$ cat src/rtl/usr_pkg.sv
// Shared mode encoding for the universal shift register.
package usr_pkg;

    typedef logic [2:0] mode_t;

    localparam mode_t MODE_HOLD = 3'b000;
    localparam mode_t MODE_SHR  = 3'b001;
    localparam mode_t MODE_SHL  = 3'b010;
    localparam mode_t MODE_LOAD = 3'b011;
    localparam mode_t MODE_ROR  = 3'b100;
    localparam mode_t MODE_ROL  = 3'b101;
    localparam mode_t MODE_CLR  = 3'b110;

endpackage

$ cat src/rtl/shift_counter.sv
// Counts shift/rotate operations and strobes wrap for one cycle when a full word completes.
module shift_counter #(
    parameter int WIDTH = 4,
    parameter int CNT_W = $clog2(WIDTH)
) (
    input  logic             clk,
    input  logic             reset,
    input  logic             inc,
    input  logic             clr,
    output logic             wrap,
    output logic [CNT_W-1:0] count
);

    logic [CNT_W-1:0] cnt_d, cnt_q;
    logic             wrap_d, wrap_q;

    always_comb begin
        cnt_d  = cnt_q;
        wrap_d = 1'b0;
        if (clr) begin
            cnt_d = '0;
        end else if (inc) begin
            if (cnt_q == CNT_W'(WIDTH - 1)) begin
                cnt_d  = '0;
                wrap_d = 1'b1;
            end else begin
                cnt_d = cnt_q + 1'b1;
            end
        end
    end

    always_ff @(posedge clk or posedge reset) begin
        if (reset) begin
            cnt_q  <= '0;
            wrap_q <= 1'b0;
        end else begin
            cnt_q  <= cnt_d;
            wrap_q <= wrap_d;
        end
    end

    assign wrap  = wrap_q;
    assign count = cnt_q;

endmodule

$ cat src/rtl/univ_shift_register.sv
// Universal shift register: shift/rotate/load/clear in both directions with word-framing strobe.
module univ_shift_register
    import usr_pkg::*;
#(
    parameter int WIDTH = 4,
    parameter int CNT_W = $clog2(WIDTH)
) (
    input  logic             clk,
    input  logic             reset,
    input  logic             en,
    input  logic [2:0]       mode,
    input  logic             sin_msb,
    input  logic             sin_lsb,
    input  logic [WIDTH-1:0] pin,
    output logic [WIDTH-1:0] q,
    output logic             sout_lsb,
    output logic             sout_msb,
    output logic             word_done
);

    logic [WIDTH-1:0] q_d, q_q;
    logic             shift_op;
    logic             zero_cnt;
    logic [CNT_W-1:0] count;

    always_comb begin
        q_d      = q_q;
        shift_op = 1'b0;
        zero_cnt = 1'b0;
        if (en) begin
            case (mode_t'(mode))
                MODE_SHR: begin
                    q_d      = {sin_msb, q_q[WIDTH-1:1]};
                    shift_op = 1'b1;
                end
                MODE_SHL: begin
                    q_d      = {q_q[WIDTH-2:0], sin_lsb};
                    shift_op = 1'b1;
                end
                MODE_LOAD: begin
                    q_d      = pin;
                    zero_cnt = 1'b1;
                end
                MODE_ROR: begin
                    q_d      = {q_q[0], q_q[WIDTH-1:1]};
                    shift_op = 1'b1;
                end
                MODE_ROL: begin
                    q_d      = {q_q[WIDTH-2:0], q_q[WIDTH-1]};
                    shift_op = 1'b1;
                end
                MODE_CLR: begin
                    q_d      = '0;
                    zero_cnt = 1'b1;
                end
                // HOLD and the reserved code both keep state
                default: ;
            endcase
        end
    end

    always_ff @(posedge clk or posedge reset) begin
        if (reset) begin
            q_q <= '0;
        end else begin
            q_q <= q_d;
        end
    end

    shift_counter #(
        .WIDTH (WIDTH),
        .CNT_W (CNT_W)
    ) u_cnt (
        .clk   (clk),
        .reset (reset),
        .inc   (shift_op),
        .clr   (zero_cnt),
        .wrap  (word_done),
        .count (count)
    );

    assign q        = q_q;
    assign sout_lsb = q_q[0];
    assign sout_msb = q_q[WIDTH-1];

endmodule
$ cat config.mk
export PLATFORM = sky130hd
export DESIGN_NAME = univ_shift_register
export DESIGN_NICKNAME = d
export VERILOG_FILES = /design/src/rtl/usr_pkg.sv /design/src/rtl/shift_counter.sv /design/src/rtl/univ_shift_register.sv
export SDC_FILE = /design/constraint.sdc
export NUM_CORES = 1
export LEC_CHECK = 0
export BUFFER_PORTS_ARGS = -buffer_cell sky130_fd_sc_hd__buf_2
export CORE_UTILIZATION = 40
export DETAILED_ROUTE_END_ITERATION = 10
export PLACE_DENSITY = 0.66
export SYNTH_ARGS = -nofsm -noshare
export SYNTH_HDL_FRONTEND = slang
export SYNTH_HIERARCHICAL = 1
export SYNTH_SLANG_ARGS = --single-unit
$ cat constraint.sdc
create_clock -name clk -period 1.6 [get_ports clk]
set_clock_uncertainty 0.1 [all_clocks]
set_input_delay 0.08 -clock clk [delete_from_list [all_inputs] [get_ports clk]]
set_output_delay 0.08 -clock clk [all_outputs]
set_load 0.05 [all_outputs]
### Yosys cells after proc, flatten, opt, wreduce, memory -nomap -nowiden

Cells that the tools add are included.
Widths: inputs -> output; s select.

* register bits: 7
* input bits: 12

* equality and inequality tests: 7
* $add $sub $neg: 1
* multiplexer cells: 11
* reductions and logical operators: 5

Operators by type and width (number)
* $pmux 4 s6: 1
* $eq 3x3->1 const B: 3
* $mux 1: 7
* $eq 3x2->1 const B: 2
* $mux 2: 3
* $reduce_bool 6->1: 1
* $reduce_or 4->1: 1
* $eq 3x1->1 const B: 1
* $add 2x1->2 const B: 1
* $eq 2x2->1 const B: 1
* $reduce_and 2->1: 1
* $reduce_bool 2->1: 1
* $reduce_or 2->1: 1

### Depth between registers and ports, before layout

Gate-level depths: netlist of the first run.

* word-level depth: 6
* mapped depth: 5
* depth with buffers taken out: 5

### Hierarchy

The synthesis of the first run kept the hierarchy.

Modules (own cells, without submodules)
* univ_shift_register: cells each 53, instances 1, area each 441.7 sq um
* shift_counter: cells each 12, instances 1, area each 136.4 sq um

### Worst setup path after synthesis of the first run

No wires, ideal clock.

* path kind: reg2reg
* start point: reg q_q[3] (netlist: q[3])
* end point: reg q_q[0] (netlist: q[0])
* arrival: 1.236 ns
* stages on the path, launching flop included: 5
* clock period less this slack: 1.418 ns
* data required time: 1.418 ns
* slack: 0.182 ns
* cells stage by stage: dfrtp_1 > and2b_1 > a22oi_1 > a21o_1 > a31oi_1

* longest elaborated chain between the ends: 1

RTL lines
* from (decl): line univ_shift_register.sv:21 `logic [WIDTH-1:0] q_d, q_q;`
* from (signal assigned): line univ_shift_register.sv:66 `q_q <= q_d;`
* $pmux 4 s6: line univ_shift_register.sv:31 `case (mode_t'(mode))`

No other way between the ends.
A chain may end at the register's enable or synchronous reset.

### Worst setup path after layout of the first run

* start point: reg q_q[3] (netlist: q[3])
* end point: reg q_q[2] (netlist: q[2])

Same word-level chain as after synthesis.

==> results of run 1 <==
cell usage in the layout, fill, tap and decap left out, drive strengths merged, types with 3 or more instances in the layout:
| cell | n |
|---|---|
| nor2 | 7 |
| nand2 | 5 |
| buf | 20 |
| a21oi | 5 |
| clkbuf | 4 |
| o21ai | 4 |
| dfrtp | 7 |
| inv | 5 |
| and2b | 3 |
through the flow:
step	hold WS, ns	utilization
5_1_grt	0.1111	0.5261
3_5_place_dp	-0.1394	0.4986
2_1_floorplan	-0.2664	-
4_1_cts	0.08408	0.5261
6_report	0.09753	0.5261
3_3_place_gp	-0.1435	0.4986
kinds of logic (layout without fill, tap and decap cells):
family	count (synthesis)	count (layout)	share of synthesized area
buffers and inverters	10	30	0.1104
flip-flops	7	7	0.3030
adder cells (fa/ha/maj)	1	1	0.02164
AO/OA/AOI/OAI	21	21	0.2706
XOR/XNOR	2	2	0.03031
AND/OR/NAND/NOR	22	22	0.2295
multiplexers	2	2	0.03463
layout make-up:
cell class              count  area, sq um  share of cell area
clock buffers               4        26.28             0.03791
inverters                   5        18.77             0.02708
multi-input cells          48        339.1              0.4892
flip-flops and latches      7        175.2              0.2527
well taps                  15        18.77             0.02708
repair buffers             21        115.1              0.1661
state kept, by name (all words and copies together), names as in the netlist:
signal	count
q	4
u_cnt/count	2
u_cnt/wrap	1
per-layer routing:
| metal | global-route usage | vias to the layer above | part of all wire |
|---|---|---|---|
| li1 | - | 270 | - |
| met1 | 0.2357 | 227 | 0.52 |
| met2 | 0.2056 | 14 | 0.44 |
| met3 | 0.01667 | 0 | 0.037 |
| met4 | 0.1293 | 0 | 0 |
| met5 | 0 | - | 0 |
worst reg2reg max path, stage by stage (launching register included):
cell,delay (ns)
dfrtp_1,0.42
and2b_1,0.20
a221oi_2,0.29
a21oi_1,0.11
power breakdown:
group	leakage, uW	total, uW	switching (uW)	internal, uW
Combinational	0.000250	313	201	112
Clock	0.0000150	155	60.3	94.8
Sequential	0.0000850	263	45.7	218
path summary, 6_finish.rpt:
path                                             from                         end  slack, ns
setup / recovery                     q[3]$_DFFE_PP0P_            q[2]$_DFFE_PP0P_       0.35
hold / removal                                 pin[3]            q[3]$_DFFE_PP0P_        0.1
setup reg to reg                     q[3]$_DFFE_PP0P_            q[2]$_DFFE_PP0P_       0.35
hold reg to reg            u_cnt/count[1]$_DFFE_PP0P_  u_cnt/count[1]$_DFFE_PP0P_       0.46
max in group asynchronous                       reset            q[3]$_DFFE_PP0P_       1.09
min in group asynchronous                       reset  u_cnt/count[1]$_DFFE_PP0P_       0.15
==> results.py, run 1 <==
metrics = {
    "outcome": {
        "status": "finished clean",
    },
    "pwr": {
        "power_leakage_uw": 0.0003500,
        "peakVddDrop_mv": 0.2811,
        "p_per_area_nw_per_um2": 1055,
        "power_uw": 731.3,
    },
    "yosys": {
        "synthTopCellsByArea": "dfrtp_1 30%, a221oi_2 5.2%, nor2_1 4.5%, buf_4 3.9%, buf_6 3.9%",
        "synth_area_sq_um": 578.1,
        "ys.flop_type": "dfrtp_1",
        "synthTopCellsByCount": "7 x dfrtp_1, 7 x nor2_1, 4 x a21oi_1",
        "synth.net_count": 78,
        "syn_inst": 65,
        "synth-seq-cells": 7,
        "ys_seq_area_frac": 0.3030,
        "synth_area_per_cell_sq_um": 8.893,
        "yosysWarnings": 6,
        "netlist.area_leader.share": 0.3030,
        "yosysTopAreaCell": "dfrtp_1",
        "synth_cell_type_count": 34,
        "async_reset_ff_frac": 1.000,
        "synth-edff-count": 0,
    },
    "critical_path": {
        "start_kind": "register",
        "critical_path_class": "register to register",
        "ff2ff_path_depth": 3,
        "cpLargestDelayFamily": "flip-flops",
        "cp.buffers_inverters": 0,
        "cp.depth": 3,
        "slowest_delay_ns": 0.42,
        "required_ns": 1.62,
        "worstPathArrival_ns": 1.27,
        "crit_chain": "and2b_1 > a221oi_2 > a21oi_1",
        "cp_max_fo": 5,
        "cp-end-kind": "register",
        "crit_slowest_cell": "dfrtp_1",
    },
    "routing": {
        "detailroute.via_count": 511,
        "drc_errors": 0,
        "viasPerCell": 5.110,
        "drt_iter0_drc": 9,
        "drtPass1Iterations": 2,
        "detail-route-antenna-nets": 0,
        "wirelength_um": 1073,
        "wl_per_cell_um": 10.73,
    },
    "placed_design": {
        "place.gp.congestion": 0.7397,
        "post-place-ws_ns": 0.1946,
        "place_area_sq_um": 656.9,
        "port_buffers": 18,
        "placed_cells": 95,
        "hpwl_um": 849.5,
    },
    "grt": {
        "grt_pass1_vias": 389,
        "antenna_found_initial": 0,
        "grt_use_total": 0.1607,
        "gr-total-overflow": 0,
        "grt_max_degree": 15,
        "grt_first_pass_wirelength_um": 1669,
    },
    "final_layout": {
        "insertedDiodeCount": 0,
        "syn_to_final_growth_pct": 19.91,
        "final_cells": 100,
        "fin_nets": 99,
        "final_area_sq_um": 693.2,
        "fillers": 139,
        "drive_gt1_frac": 0.3765,
    },
    "cts": {
        "ctsResizeCount": 0,
        "clock_path_buffers": 2,
        "cts_setup_buffers": 0,
        "hold_buffers": 1,
        "cts-buffers-inserted": 3,
        "cts_tree": "done",
        "h-tree-depth": 1,
        "cts.reportedPaths.clkPinSlew_ns": 0.05,
        "ctsRootBufferMaster": "clkbuf_4",
        "clk_latency_ns": 0.25,
        "clkSinkCount": 7,
    },
    "hold_path": {
        "min_path_cells": 4,
        "min-delay-path-class": "input port to register",
    },
    "floorplanning": {
        "io_pins": 19,
        "die_w_um": 40.02,
        "core-area_sq_um": 1318,
        "die_y_um": 40.02,
        "start_util": 0.4387,
        "row_count": 13,
        "die_area_sq_um": 1601,
    },
    "timing": {
        "fin_crit_sh": 0.7809,
        "setup_tns_ns": 0,
        "max_slew_margin": 0.8149,
        "fin_crit_ns": 1.249,
        "hold_viol_final": 0,
        "setup_viol": 0,
        "max_freq_mhz": 800.3,
        "worst_pin_slew_ns": 0.2753,
        "setup_slack_ns": 0.3505,
        "rsz0062_at_grt": "false",
        "slew_violations": 0,
    },
    "flow_run": {
        "cap_violations": 0,
    },
}
Note: power is estimated with default switching activity, not from simulation.
==> run 2, diff against run 1 <==
--- a/config.mk
+++ b/config.mk
@@ -5,10 +5,11 @@
 export SDC_FILE = /design/constraint.sdc
 export NUM_CORES = 1
 export LEC_CHECK = 0
+export ABC_AREA = 1
 export BUFFER_PORTS_ARGS = -buffer_cell sky130_fd_sc_hd__buf_2
 export CORE_UTILIZATION = 40
 export DETAILED_ROUTE_END_ITERATION = 10
-export PLACE_DENSITY = 0.66
+export PLACE_DENSITY = 0.69
 export SYNTH_ARGS = -nofsm -noshare
 export SYNTH_HDL_FRONTEND = slang
 export SYNTH_HIERARCHICAL = 1
==> constraint.sdc (replaced) <==
create_clock -name clk -period 1.05 [get_ports clk]
set_clock_uncertainty 0.1 [all_clocks]
set_input_delay 0.0525 -clock clk [delete_from_list [all_inputs] [get_ports clk]]
set_output_delay 0.0525 -clock clk [all_outputs]
set_load 0.05 [all_outputs]
==> results.py, run 2 <==
metrics = {
    "floorplanning": {
        "start_util": 0.4524,
        "io_pins": 19,
        "core-area_sq_um": 1156,
        "die_y_um": 38.16,
        "die_w_um": 38.16,
        "die_area_sq_um": 1456,
        "row_count": 12,
    },
    "grt": {
        "grt_use_total": 0.2015,
        "grt_max_degree": 8,
        "grt_pass1_vias": 511,
        "grt_use_met3": 0.06977,
        "top_usage_layer": "met2",
        "met2_usage": 0.3093,
        "grt_use_met1": 0.2883,
        "grt_first_pass_wirelength_um": 2076,
        "antenna_found_initial": 0,
        "gr-total-overflow": 0,
    },
    "flow_run": {
        "cap_violations": 0,
    },
    "timing": {
        "setup_viol": 2,
        "fin_crit_ns": 1.101,
        "max_slew_margin": 0.8340,
        "max_freq_mhz": 908.2,
        "hold_viol_final": 0,
        "setup_slack_ns": -0.05111,
        "fin_crit_sh": 1.049,
        "finalHoldWorstSlack_ns": 0.07000,
        "rsz0062_at_grt": "true",
        "slew_violations": 0,
        "worst_pin_slew_ns": 0.2507,
    },
    "final_layout": {
        "fin_nets": 122,
        "final_cells": 122,
        "final_cell_mix": "29 x nand2_1, 12 x buf_2, 9 x nand3_1",
        "largest_reg_flops": 4,
        "fillers": 106,
        "syn_to_final_growth_pct": 40.67,
        "final_area_sq_um": 735.7,
        "post-route-util": 0.6364,
        "drive_gt1_frac": 0.3796,
        "final_common_cell": "nand2_1",
        "insertedDiodeCount": 0,
    },
    "critical_path": {
        "critical_path_class": "register to output pin",
        "crit_slowest_cell": "dfrtp_2",
        "cp.buffers_inverters": 2,
        "crit_chain": "buf_6 > buf_8",
        "worstPathArrival_ns": 0.95,
        "start_kind": "register",
        "slowest_delay_ns": 0.43,
        "cp-end-kind": "output pin",
        "cp_max_fo": 3,
        "required_ns": 0.90,
        "cpLargestDelayFamily": "flip-flops",
    },
    "outcome": {
        "violations": "setup timing",
        "status": "finished, violations left",
    },
    "routing": {
        "detail-route-antenna-nets": 0,
        "wirelength_um": 1176,
        "detailroute.via_count": 575,
        "viasPerCell": 4.713,
        "drt_iter0_drc": 6,
        "drtPass1Iterations": 4,
        "wl_per_cell_um": 9.639,
        "drc_errors": 0,
    },
    "yosys": {
        "yosysWarnings": 6,
        "synth_area_sq_um": 523.0,
        "synthTopCellsByCount": "29 x nand2_1, 9 x nand3_1, 8 x nor2_1, 7 x dfrtp_1, 7 x inv_1",
        "ys_seq_area_frac": 0.3349,
        "synth-edff-count": 0,
        "synth_most_common_cell": "nand2_1",
        "netlist.area_leader.share": 0.3349,
        "synthTopCellsByArea": "dfrtp_1 33%, nand2_1 21%, nand3_1 8.6%, nor2_1 5.7%, inv_1 5.0%",
        "synth.net_count": 95,
        "synth_cell_type_count": 16,
        "ys.flop_type": "dfrtp_1",
        "synth_area_per_cell_sq_um": 6.378,
        "yosysTopAreaCell": "dfrtp_1",
        "async_reset_ff_frac": 1.000,
        "synth-seq-cells": 7,
        "syn_inst": 82,
    },
    "hold_path": {
        "min-delay-path-class": "input port to register",
    },
    "placed_design": {
        "placed_cells": 117,
        "place.gp.congestion": 0.8268,
        "hpwl_um": 925.7,
        "port_buffers": 18,
        "place_area_sq_um": 658.1,
    },
    "cts": {
        "clk_latency_ns": 0.24,
        "cts.reportedPaths.clkPinSlew_ns": 0.05,
        "cts-buffers-inserted": 3,
        "h-tree-depth": 1,
        "clkSinkCount": 7,
        "cts_tree": "done",
        "ctsRootBufferMaster": "clkbuf_4",
        "clock_path_buffers": 2,
    },
    "pwr": {
        "peakVddDrop_mv": 0.9637,
        "power_leakage_uw": 0.0004401,
        "p_per_area_nw_per_um2": 1697,
        "power_uw": 1249,
    },
}
==> run 2: area by class of cell <==
cell class / count / area [sq um] / share of cell area
multi-input combinational: 61 / 287.8 / 0.3912
tap: 14 / 17.52 / 0.02381
timing repair buffer: 24 / 178.9 / 0.2432
clock buffer: 4 / 26.28 / 0.03571
inverter: 12 / 45.04 / 0.06122
sequential: 7 / 180.2 / 0.2449
==> run 2: cell families after synthesis <==
logic type,Yosys count,share of synthesized area
and+or+nand+nor,56,0.4809
buffers and inverters,14,0.1148
DFF,7,0.3349
AOI/OAI and AO/OA,4,0.04545
adders and majority gates,1,0.02392
==> run 2: where the power goes <==
part	switching (uW)	total [uW]	internal [uW]
registers	71.6	415	343
logic	367	594	227
clock network	95.4	240	145
==> run 2: per-layer routing <==
layer | up-vias | share of wire
li1 | 308 | -
met1 | 251 | 0.52
met2 | 16 | 0.44
met3 | 0 | 0.042
met4 | 0 | 0
met5 | - | 0
==> run 2: metrics by stage <==
step                       TNS [ns]  worst slack [ns]
after global placement    -0.001926         -0.001926
after detailed placement   -0.04418          -0.02449
after global routing        -0.2616          -0.08032
after floorplan            -0.07471          -0.05418
final                       -0.1018          -0.05111
after CTS                   -0.1110          -0.05568
==> run 2: what timing repair did <==
action | in CTS | in global routing
pin swaps | 0 | 1
cloned | 0 | 0
buffers inserted | 0 | 0
endpoints found under the hold margin | 7 | 0
gates resized for setup | 10 | 4
setup endpoints to repair | 5 | 8
hold buffers | 1 | 0
==> run 2: path summary, 6_finish.rpt <==
path | to | from | slack [ns] | cells past startpoint
min in group asynchronous | u_cnt/count[1]$_DFFE_PP0P_ | reset | 0.14 | 3
max | q[3] | q[3]$_DFFE_PP0P_ | -0.05 | 2
min | q[3]$_DFFE_PP0P_ | sin_msb | 0.07 | 5
max in group asynchronous | q[1]$_DFFE_PP0P_ | reset | 0.53 | 3
max reg2reg | q[0]$_DFFE_PP0P_ | q[3]$_DFFE_PP0P_ | 0 | 6
min reg2reg | u_cnt/count[1]$_DFFE_PP0P_ | u_cnt/count[1]$_DFFE_PP0P_ | 0.40 | 2
==> run 2: worst min-delay path, cell delays in order <==
cell and delay, ns:
buf_2 0.08, nand4_1 0.07, nand3_1 0.09, nand2_1 0.05, nand2_1 0.04
==> run 3, diff against run 2 <==
--- a/config.mk
+++ b/config.mk
@@ -8,6 +8,7 @@
 export ABC_AREA = 1
 export BUFFER_PORTS_ARGS = -buffer_cell sky130_fd_sc_hd__buf_2
 export CORE_UTILIZATION = 40
+export CTS_BUF_LIST = sky130_fd_sc_hd__clkbuf_4 sky130_fd_sc_hd__clkbuf_8
 export DETAILED_ROUTE_END_ITERATION = 10
 export PLACE_DENSITY = 0.69
 export SYNTH_ARGS = -nofsm -noshare
==> results.py, run 3 (synthesis gave the netlist of run 2 again) <==
metrics = {
    "grt": {
        "grt_use_total": 0.2015,
        "gr-total-overflow": 0,
        "grt_pass1_vias": 508,
        "grt_first_pass_wirelength_um": 2076,
        "grt_max_degree": 8,
        "antenna_found_initial": 0,
    },
    "routing": {
        "wirelength_um": 1171,
        "wl_per_cell_um": 9.598,
        "drt_iter0_drc": 11,
        "viasPerCell": 4.779,
        "drtPass1Iterations": 4,
        "detailroute.via_count": 583,
        "drc_errors": 0,
        "detail-route-antenna-nets": 0,
    },
    "critical_path": {
        "r2r_slack_ns": -0.01,
        "slowest_delay_ns": 0.43,
        "worstPathArrival_ns": 0.95,
        "required_ns": 0.90,
        "start_kind": "register",
        "cp.depth": 2,
        "r2r_start": "q[3]$_DFFE_PP0P_",
        "cp.buffers_inverters": 2,
        "ff2ff_path_depth": 6,
        "setup.worst_path.end": "sout_msb",
        "crit_chain": "buf_6 > buf_8",
        "startpoint": "q[3]$_DFFE_PP0P_",
        "cp-end-kind": "output pin",
        "cp_max_fo": 3,
        "timing.rr.end": "q[0]$_DFFE_PP0P_",
        "crit_slowest_cell": "dfrtp_2",
        "critical_path_class": "register to output pin",
        "cpLargestDelayFamily": "flip-flops",
    },
    "timing": {
        "setup_viol": 3,
        "fin_crit_ns": 1.101,
        "max_slew_margin": 0.8340,
        "max_freq_mhz": 908.3,
        "setup_slack_ns": -0.05091,
        "setup_tns_ns": -0.1086,
        "fin_crit_sh": 1.048,
        "hold_viol_final": 0,
        "rsz0062_at_grt": "true",
        "worst_pin_slew_ns": 0.2507,
        "slew_violations": 0,
    },
    "outcome": {
        "status": "finished, violations left",
        "violations": "setup timing",
    },
    "floorplanning": {
        "row_count": 12,
        "die_y_um": 38.16,
        "die_w_um": 38.16,
        "start_util": 0.4524,
        "die_area_sq_um": 1456,
        "io_pins": 19,
        "core-area_sq_um": 1156,
    },
    "cts": {
        "clkSinkCount": 7,
        "ctsRootBufferMaster": "clkbuf_4",
        "clock_path_buffers": 2,
        "cts_setup_buffers": 0,
        "cts_tree": "done",
        "h-tree-depth": 1,
        "cts-buffers-inserted": 3,
        "clk_latency_ns": 0.24,
        "cts.reportedPaths.clkPinSlew_ns": 0.05,
    },
    "placed_design": {
        "hpwl_um": 925.7,
        "place.gp.congestion": 0.8268,
        "port_buffers": 18,
    },
    "pwr": {
        "p_per_area_nw_per_um2": 1721,
        "power_leakage_uw": 0.0004435,
        "peakVddDrop_mv": 0.9578,
    },
    "final_layout": {
        "post-route-util": 0.6396,
        "insertedDiodeCount": 0,
        "final_cell_mix": "29 x nand2_1, 12 x buf_2, 9 x nand3_1",
        "largest_reg_flops": 4,
        "final_common_cell": "nand2_1",
        "fillers": 109,
        "drive_gt1_frac": 0.3889,
        "fin_nets": 122,
        "syn_to_final_growth_pct": 41.39,
    },
    "hold_path": {
        "min-delay-path-class": "input port to register",
        "min_path_cells": 5,
    },
    "flow_run": {
        "cap_violations": 0,
    },
}
==> run 3: changes by cell type in the layout (fill, tap and decap cells not counted) <==
cell      delta
clkbuf_1     -1
clkbuf_4     +1
==> run 3: layout make-up <==
class                           instances  area (sq um)  share of cell area
Multi-Input combinational cell         61         287.8              0.3892
Timing Repair Buffer                   24         178.9              0.2420
Tap cell                               14         17.52             0.02369
Sequential cell                         7         180.2              0.2437
Inverter                               12         45.04             0.06091
Clock buffer                            4         30.03             0.04061
==> run 3: report_power, final <==
group	switching, uW	leakage (uW)	internal [uW]
Sequential	71.4	0.0000863	343
Clock	93.8	0.0000184	170
Combinational	367	0.000339	227
==> run 3: worst min-delay path by stage <==
stage          slack [ns]                    endpoint     from
2_1_floorplan       -0.29  u_cnt/count[0]$_DFFE_PP0P_    reset
3_3_place_gp        -0.17        u_cnt/wrap$_DFF_PP0_    reset
3_5_place_dp        -0.17        u_cnt/wrap$_DFF_PP0_    reset
4_1_cts              0.07            q[3]$_DFFE_PP0P_  sin_msb
5_1_grt               0.1            q[3]$_DFFE_PP0P_       en
6_report             0.07            q[3]$_DFFE_PP0P_  sin_msb
==> run 3: repair_timing <==
item                                   in CTS  in global routing
gates resized for setup                    10                  4
endpoints found under the hold margin       7                  0
hold buffers                                1                  0
cloned                                      0                  0
pin swaps                                   0                  1
setup endpoints to repair                   5                  8
==> run 3: worst register-to-register path, cell delays in order, from the launching register on <==
cell and delay [ns]:
dfrtp_2 0.43, nand4_1 0.10, nand2_1 0.07, nor2_1 0.09
nand2_1 0.06, nand2_1 0.05, nand2_1 0.05
==> run 3: per-layer routing <==
layer | up-vias | global-route usage | wire, um
li1 | 310 | - | -
met1 | 259 | 0.2883 | 610
met2 | 14 | 0.3093 | 518
met3 | 0 | 0.06977 | 41
met4 | 0 | 0 | 0
met5 | - | 0 | 0
==> run 3: metrics by stage <==
step / std cells / hold WS, ns / worst slack (ns) / instance area [sq um] / power [uW]
after floorplan: 82 / -0.2939 / -0.05418 / 528.0 / 790.9
after global placement: 117 / -0.1726 / -0.001926 / 658.1 / 928.7
after CTS: 122 / 0.07428 / -0.05568 / 729.5 / 1263
after detailed placement: 117 / -0.1675 / -0.02449 / 658.1 / 925.0
final: 122 / 0.07080 / -0.05091 / 739.5 / 1272
after global routing: 122 / 0.09780 / -0.08128 / 739.5 / 1375
